## config.mk

```make
export PLATFORM = sky130hd
export DESIGN_NAME = prio_decoder_2to4_flat
export DESIGN_NICKNAME = d
export VERILOG_FILES = /design/src/rtl/prio_codec_pkg.sv /design/src/rtl/prio_decoder_2to4_if.sv /design/src/rtl/dec_2to4.sv /design/src/rtl/prio_decoder_2to4.sv /design/src/flat_wrapper.sv
export SDC_FILE = /design/constraint.sdc
export NUM_CORES = 1
export LEC_CHECK = 0
export CAP_MARGIN = 20
export CORE_MARGIN = 5
export CORE_UTILIZATION = 42
export DETAILED_ROUTE_END_ITERATION = 12
export PLACE_DENSITY_LB_ADDON = 0.15
export SETUP_SLACK_MARGIN = 0.4
export SKIP_LAST_GASP = 1
export SYNTH_ARGS = -nofsm -noshare
export SYNTH_HDL_FRONTEND = slang
export SYNTH_SLANG_ARGS = --single-unit
```

## constraint.sdc

```tcl
create_clock -name clk -period 1.3 [get_ports clk]
set_input_delay 0.195 -clock clk [delete_from_list [all_inputs] [get_ports clk]]
set_output_delay 0.195 -clock clk [all_outputs]
set_load 0.02 [all_outputs]
```

## src/rtl/prio_codec_pkg.sv

```systemverilog
// Shared types and constants for the 2-to-4 priority decoder slice.
package prio_codec_pkg;

  typedef enum logic {
    IDLE = 1'b0,
    HOLD = 1'b1
  } state_t;

  localparam int unsigned CNT_W           = 3;
  localparam int unsigned HOLD_CYCLES_DEF = 4;

  // One-hot expansion of a 2-bit index.
  function automatic logic [3:0] onehot4(input logic [1:0] idx);
    return 4'b0001 << idx;
  endfunction

endpackage

```

## src/rtl/prio_decoder_2to4_if.sv

```systemverilog
// Encoder-side handshake plus decoded outputs of the priority decoder.
interface prio_decoder_2to4_if;
  logic [1:0] q;
  logic       v;
  logic       in_valid;
  logic       in_ready;
  logic [3:0] d;
  logic       d_valid;
  logic       busy;
  logic [3:0] mask;
  logic       mask_clr;

  modport master (
    output q, v, in_valid, mask_clr,
    input  in_ready, d, d_valid, busy, mask
  );

  modport slave (
    input  q, v, in_valid, mask_clr,
    output in_ready, d, d_valid, busy, mask
  );
endinterface

```

## src/rtl/dec_2to4.sv

```systemverilog
// Combinational 2-to-4 decoder; all-zero code when the encoder reports no request.
module dec_2to4
  import prio_codec_pkg::*;
(
  input  logic [1:0] q,
  input  logic       v,
  output logic [3:0] code
);

  // Decode the index only when it is valid.
  always_comb begin
    code = '0;
    if (v) code = onehot4(q);
  end

endmodule

```

## src/rtl/prio_decoder_2to4.sv

```systemverilog
// Registers a decoded one-hot code and holds it for HOLD_CYCLES cycles,
// tracking a sticky mask of every code decoded since the last clear.
module prio_decoder_2to4
  import prio_codec_pkg::*;
#(
  parameter int unsigned HOLD_CYCLES = HOLD_CYCLES_DEF
)(
  input  logic                  clk,
  input  logic                  rst_n,
  prio_decoder_2to4_if.slave    bus
);

  localparam logic [CNT_W-1:0] CNT_LOAD = CNT_W'(HOLD_CYCLES - 1);

  state_t           state;
  state_t           state_nxt;
  logic [CNT_W-1:0] cnt;
  logic [CNT_W-1:0] cnt_nxt;
  logic [3:0]       d_r;
  logic [3:0]       d_nxt;
  logic             d_valid_r;
  logic             d_valid_nxt;
  logic [3:0]       mask_r;
  logic [3:0]       mask_nxt;
  logic [3:0]       code;
  logic             xfer;

  dec_2to4 u_dec (
    .q    (bus.q),
    .v    (bus.v),
    .code (code)
  );

  assign xfer         = bus.in_valid && (state == IDLE);
  assign bus.in_ready = (state == IDLE);
  assign bus.busy     = (state == HOLD);
  assign bus.d        = d_r;
  assign bus.d_valid  = d_valid_r;
  assign bus.mask     = mask_r;

  // Next-state, hold counter and output register values.
  always_comb begin
    state_nxt   = state;
    cnt_nxt     = cnt;
    d_nxt       = d_r;
    d_valid_nxt = d_valid_r;
    case (state)
      IDLE: begin
        // Outside a hold, d/d_valid last exactly one cycle per transfer.
        d_nxt       = '0;
        d_valid_nxt = 1'b0;
        cnt_nxt     = '0;
        if (xfer) begin
          d_nxt       = code;
          d_valid_nxt = 1'b1;
          if (bus.v) begin
            state_nxt = HOLD;
            cnt_nxt   = CNT_LOAD;
          end
        end
      end
      HOLD: begin
        if (cnt == '0) begin
          state_nxt   = IDLE;
          d_nxt       = '0;
          d_valid_nxt = 1'b0;
        end else begin
          cnt_nxt = cnt - CNT_W'(1);
        end
      end
      default: state_nxt = IDLE;
    endcase
  end

  // Sticky mask: clear first, then OR in the newly accepted code.
  always_comb begin
    mask_nxt = bus.mask_clr ? '0 : mask_r;
    if (xfer && bus.v) mask_nxt = mask_nxt | code;
  end

  // State and output registers with synchronous active-low reset.
  always_ff @(posedge clk) begin
    if (!rst_n) begin
      state     <= IDLE;
      cnt       <= '0;
      d_r       <= '0;
      d_valid_r <= 1'b0;
      mask_r    <= '0;
    end else begin
      state     <= state_nxt;
      cnt       <= cnt_nxt;
      d_r       <= d_nxt;
      d_valid_r <= d_valid_nxt;
      mask_r    <= mask_nxt;
    end
  end

endmodule

```

## src/flat_wrapper.sv

```systemverilog
// flat-port wrapper written by rule: the top's interface ports become plain ports
module prio_decoder_2to4_flat import prio_codec_pkg::*;
#(
  parameter int unsigned HOLD_CYCLES = HOLD_CYCLES_DEF
)
  (clk, rst_n, bus_q, bus_v, bus_in_valid, bus_mask_clr, bus_in_ready, bus_d, bus_d_valid, bus_busy, bus_mask);
  prio_decoder_2to4_if bus_i ();
  input  logic clk;
  input  logic rst_n;
  input wire logic [$bits(bus_i.q)-1:0] bus_q;
  input wire logic [$bits(bus_i.v)-1:0] bus_v;
  input wire logic [$bits(bus_i.in_valid)-1:0] bus_in_valid;
  input wire logic [$bits(bus_i.mask_clr)-1:0] bus_mask_clr;
  output wire logic [$bits(bus_i.in_ready)-1:0] bus_in_ready;
  output wire logic [$bits(bus_i.d)-1:0] bus_d;
  output wire logic [$bits(bus_i.d_valid)-1:0] bus_d_valid;
  output wire logic [$bits(bus_i.busy)-1:0] bus_busy;
  output wire logic [$bits(bus_i.mask)-1:0] bus_mask;
  assign bus_i.q = bus_q;
  assign bus_i.v = bus_v;
  assign bus_i.in_valid = bus_in_valid;
  assign bus_i.mask_clr = bus_mask_clr;
  assign bus_in_ready = bus_i.in_ready;
  assign bus_d = bus_i.d;
  assign bus_d_valid = bus_i.d_valid;
  assign bus_busy = bus_i.busy;
  assign bus_mask = bus_i.mask;
  prio_decoder_2to4 #(.HOLD_CYCLES(HOLD_CYCLES)) u_core (.clk(clk), .rst_n(rst_n), .bus(bus_i));
endmodule
```

* After elaboration in Yosys (flattened, before gate mapping)
Index checks and enable logic that the tools add are counted.
** Operators by class
- Add/subtract/negate cells :: 1
- Equal/unequal tests :: 2
- Shift-type cells :: 1
- Multiplexer cells :: 17
- Bitwise gates (word level) :: 2
- Reductions and logical operators :: 3
** Operators by type and width (count)
- 4-bit two-way mux :: 5
- 4-bit one-hot mux with 2 select lines :: 1
- 3-bit two-way mux :: 2
- 3-bit one-hot mux with 2 select lines :: 1
- 1-bit two-way mux :: 5
- 2-bit inequality test, second input constant :: 2
- 4-bit bitwise OR :: 1
- 1-bit one-hot mux with 2 select lines :: 2
- 1-bit by 2-bit << shifter with 4-bit output, first input constant :: 1
- 3-bit logical NOT :: 1
- 3-bit by 1-bit subtractor with 3-bit output, second input constant :: 1
- 1-bit logical AND :: 2
- 2-bit two-way mux :: 1
- 1-bit NOT :: 1
** Storage, ports and cells
- Register bits after elaboration :: 13
- Input bits :: 7
- Output and inout port bits :: 11

* Logic depth before layout (Yosys ltp)
- Depth after elaboration :: 4
- Mapped depth :: 5
- Depth with buffers taken out :: 5

* Hierarchy
From an unflattened synthesis, not the netlist that was laid out.
** Second synthesis, totals
- Cells, all modules :: 65
- Area, all modules :: 615.6 um^2
** Modules (own cells, without submodules)
- prio_decoder_2to4 :: instances 1, cells an instance 61, area each 578.1 um^2, seq. area each 260.2 um^2
- dec_2to4 :: instances 1, cells an instance 4, area each 37.5 um^2, seq. area each 0.0 um^2

* Worst setup path after synthesis
No wires, ideal clock.
- Path type :: reg-to-reg
- From :: reg u_core.cnt[0]
- To :: reg u_core.cnt[1]
- Library setup time :: 0.087 ns
- Arrival time :: 1.118 ns
- Slack :: 0.095 ns
- Stages on the path, launching flop included :: 6
- Path buffers :: 0
- Period minus slack after synthesis :: 1.205 ns
- Cells stage by stage :: dfxtp_1 > inv_1 > ha_1 > ha_1 > nor2b_1 > o31ai_1
** Between the ends
- Cells in the longest elaborated chain, start to end :: 3
- Elaborated cells on any way between the ends :: 5
- Those cells by class :: add/sub (1); eq/ne (1); mux (2); reduce/logical (1)
** RTL lines
- start, declared :: line prio_decoder_2to4.sv:17 : logic [CNT_W-1:0] cnt;
- start signal, assigned :: line prio_decoder_2to4.sv:91 : cnt <= cnt_nxt;
- 3-bit by 1-bit subtractor with 3-bit output :: line prio_decoder_2to4.sv:68 : cnt_nxt = cnt - CNT_W'(1);
- 3-bit two-way mux :: line prio_decoder_2to4.sv:63 : if (cnt == '0) begin
- 3-bit one-hot mux with 2 select lines :: line prio_decoder_2to4.sv:47 : case (state)
Parallel ways exist; a longest one is shown, timed or not. The select of a mux whose other input is x is not followed.
A chain may end at the register's enable or synchronous reset.

* Worst setup path in the final report
- From :: reg u_core.cnt[1]
- To :: reg u_core.cnt[0]
** Between the ends
- Cells in the longest elaborated chain, start to end :: 2
** RTL lines (line)
- 3-bit logical NOT :: prio_decoder_2to4.sv:63
- 2-bit inequality test (no source line)
No other way between the ends.

==> results.sh <==
export IMPL_outcome="completed"
export IMPL_grt_max_degree=10
export IMPL_hold_worst_slack_ns=0.4782
export IMPL_n_antenna_cell=0
export IMPL_dp_slack_ns=-0.09032
export IMPL_cp_cell_sequence="inv_2 > ha_4 > ha_4 > buf_6 > xor2_1 > o21ai_1"
export IMPL_fin_cells=101
export IMPL_finalNetCount=96
export IMPL_fin_crit_ns=1.146
export IMPL_dpl_hpwl_um=855.9
export IMPL_synth_ff_type="dfxtp_1"
export IMPL_yosysTopAreaCell="dfxtp_1"
export IMPL_reg2reg_from="u_core.cnt[1]"
export IMPL_drt_wirelength_per_cell_um=12.63
export IMPL_fmax_ghz=0.8723
export IMPL_rsz0062_at_grt="yes"
export IMPL_numCtsBuffers=3
export IMPL_p_leak_uw=0.0004128
export IMPL_startpoint_type="flop"
export IMPL_grt_pass1_wl_mm=2.118
export IMPL_avgSynthCellArea_um2=10.76
export IMPL_io_pins=18
export IMPL_synth_seq_area_share_pct=46.53
export IMPL_hold_path_class="reg -> reg"
export IMPL_route_detailed_drc=0
export IMPL_crit_top_cell="ha_4"
export IMPL_syn_inst=52
export IMPL_crit_path_start="u_core.cnt[1]"
export IMPL_syn_area_um2=559.3
export IMPL_syn_to_final_growth_pct=72.71
export IMPL_setup_viol=0
export IMPL_yosysMostFrequentCell="dfxtp_1"
export IMPL_yosysWarnings=0
export IMPL_core_area_mm2=0.001285
export IMPL_hold_buffers=0
export IMPL_nFillCells=101
export IMPL_grt_overflow=0
export IMPL_drtIter0Drc=5
export IMPL_vdd_ir_drop_worst_mv=0.6240
export IMPL_cp_top_family="flip-flops"
export IMPL_num_vias=515
export IMPL_worstSkewPairLatency_ns=0.27
export IMPL_power_density_mw_per_mm2=881.8
export IMPL_cp_required_ns=1.51
export IMPL_synthesis_nets=61
export IMPL_grt_use_met2_pct=21.15
export IMPL_antenna_found_initial=0
export IMPL_synthTopCellsByArea="dfxtp_1 47%, o2bb2ai_1 7.8%, nand3b_1 5.4%"
export IMPL_ys_ff_latch=13
export IMPL_gp_congestion=0.6584
export IMPL_slowest_delay_ns=0.35
export IMPL_cts_sink_count=13
export IMPL_top_usage_layer="met2"
export IMPL_start_util_pct=43.52
export IMPL_layout_setup_ws_ns=0.1536
export IMPL_cp_slowest_cell="dfxtp_2"
export IMPL_critPathMaxFanout=6
export IMPL_finalClockSkew_ns=0.007822
export IMPL_cts_htree_levels=1
export IMPL_cp_data_arrival_time_ns=1.35
export IMPL_die_y_um=46.49
export IMPL_min_from="u_core.bus.d[1]"
export IMPL_cts_root_buf="clkbuf_4"
export IMPL_critical_path_class="reg -> reg"
export IMPL_synth_async_reset_ratio_pct=0
export IMPL_worst_pin_slew_ns=0.3844
export IMPL_postLayoutCoreUtil_pct=75.17
export IMPL_yosys_area_top_type_share_pct=46.53
export IMPL_io_buffers=17
export IMPL_hold_viol_final=0
export IMPL_fin_crit_sh_pct=88.18
export IMPL_synth_edf_count=0
export IMPL_routed_wl_mm=1.276
export IMPL_die_width_um=46.49
export IMPL_grt_pass1_vias=491
export IMPL_grtUsageMet1_pct=17.59
export IMPL_cts_tree="built"
export IMPL_crit_buf_inv=2
export IMPL_grt_usage_pct=14.01
export IMPL_dp_cells=85
export IMPL_drive_gt1_share_pct=60.47
export IMPL_viasPerCell=5.099
export IMPL_synth_distinct_cells=19
export IMPL_clk_path_buf_depth=2
export IMPL_path_clk_slew_ns=0.09
export IMPL_grtUsageMet3_pct=3.516
export IMPL_synth_commonest_cells="13 x dfxtp_1, 6 x inv_1, 5 x o2bb2ai_1"
export IMPL_worst_setup_path_end_kind="flop"
export IMPL_die_area_mm2=0.002161
export IMPL_dr_pass1_iters=3
export IMPL_drv_cap=0
export IMPL_slew_viol_final=0
export IMPL_rows=13
export IMPL_slew_headroom_pct=74.37
export IMPL_drtAntennaViolNets=0
==> metal layers <==
layer | vias up | share of wire, % | wire, µm
met5 | - | 0 | 0
met4 | 0 | 1.6 | 20
met3 | 4 | 8.5 | 108
met2 | 19 | 44 | 567
met1 | 234 | 45 | 580
li1 | 258 | - | -
==> cells by family (layout without fill, tap and decap cells) <==
family | Yosys count | after routing | share of synthesized area, %
XOR/XNOR | 1 | 1 | 1.566
adder cells (fa/ha/maj) | 2 | 2 | 4.474
AND/OR/NAND/NOR | 16 | 17 | 21.70
buffers and inverters | 7 | 40 | 5.369
flip-flops | 13 | 13 | 46.53
AO/OA/AOI/OAI | 13 | 13 | 20.36
==> power breakdown <==
group | internal, µW | switching (µW)
sequential | 412 | 9.61
combinational | 103 | 81.0
clock | 114 | 132
==> per-stage QoR <==
| step | instance area [µm²] | power, µW | TNS (ns) |
|---|---|---|---|
| after floorplan | 588.1 | 510.0 | 0 |
| after global placement | 784.5 | 569.7 | -0.1260 |
| after detailed placement | 784.5 | 570.9 | -0.2438 |
| after CTS | 918.4 | 848.6 | 0 |
| after global routing | 965.9 | 904.0 | 0 |
| final | 965.9 | 851.7 | 0 |
==> registers in the layout, indices dropped and copies added (netlist names) <==
signal,flops
u_core.bus.busy,1
u_core.bus.mask,4
u_core.bus.d,4
u_core.bus.d_valid,1
u_core.cnt,3
==> placed cells by master, fill, tap and decap left out, types with 2 or more instances in the layout <==
cell type and instances:
buf_4 13, buf_6 11, dfxtp_2 9, nand3b_1 4, nand2b_1 4, clkdlybuf4s50_1 4, inv_2 3, inv_1 3
o2bb2ai_1 3, nor2b_1 3, clkbuf_4 3, dfxtp_1 3, nand4b_4 2, o2bb2ai_2 2, a21boi_1 2, nand2_1 2
ha_4 2, dlygate4sd2_1 2
==> path summary, 6_finish.rpt <==
| path | cells after the start | slack (ns) | endpoint |
|---|---|---|---|
| worst min register to register | 1 | 0.48 | u_core.bus.d[1] |
| worst max register to register | 6 | 0.15 | u_core.cnt[0] |
| worst max-delay path | 6 | 0.15 | u_core.cnt[0] |
| worst min-delay path | 1 | 0.48 | u_core.bus.d[1] |
==> layout make-up <==
type	instances	area [µm²]	share of cell area [%]
clock buffer	3	22.52	2.332
timing repair buffer	30	279.0	28.89
sequential	13	275.3	28.50
tap	15	18.77	1.943
multi-input combinational	33	342.8	35.49
clock inverter	1	5.005	0.5181
inverter	6	22.52	2.332
==> timing repair <==
action	in CTS	in global routing
buffers inserted	8	3
gates resized for setup	74	9
endpoints found under the hold margin	0	0
pin swaps	2	2
cloned	1	0
endpoints found under the setup margin	24	24
No activity file was read; power rests on OpenSTA's default activity.
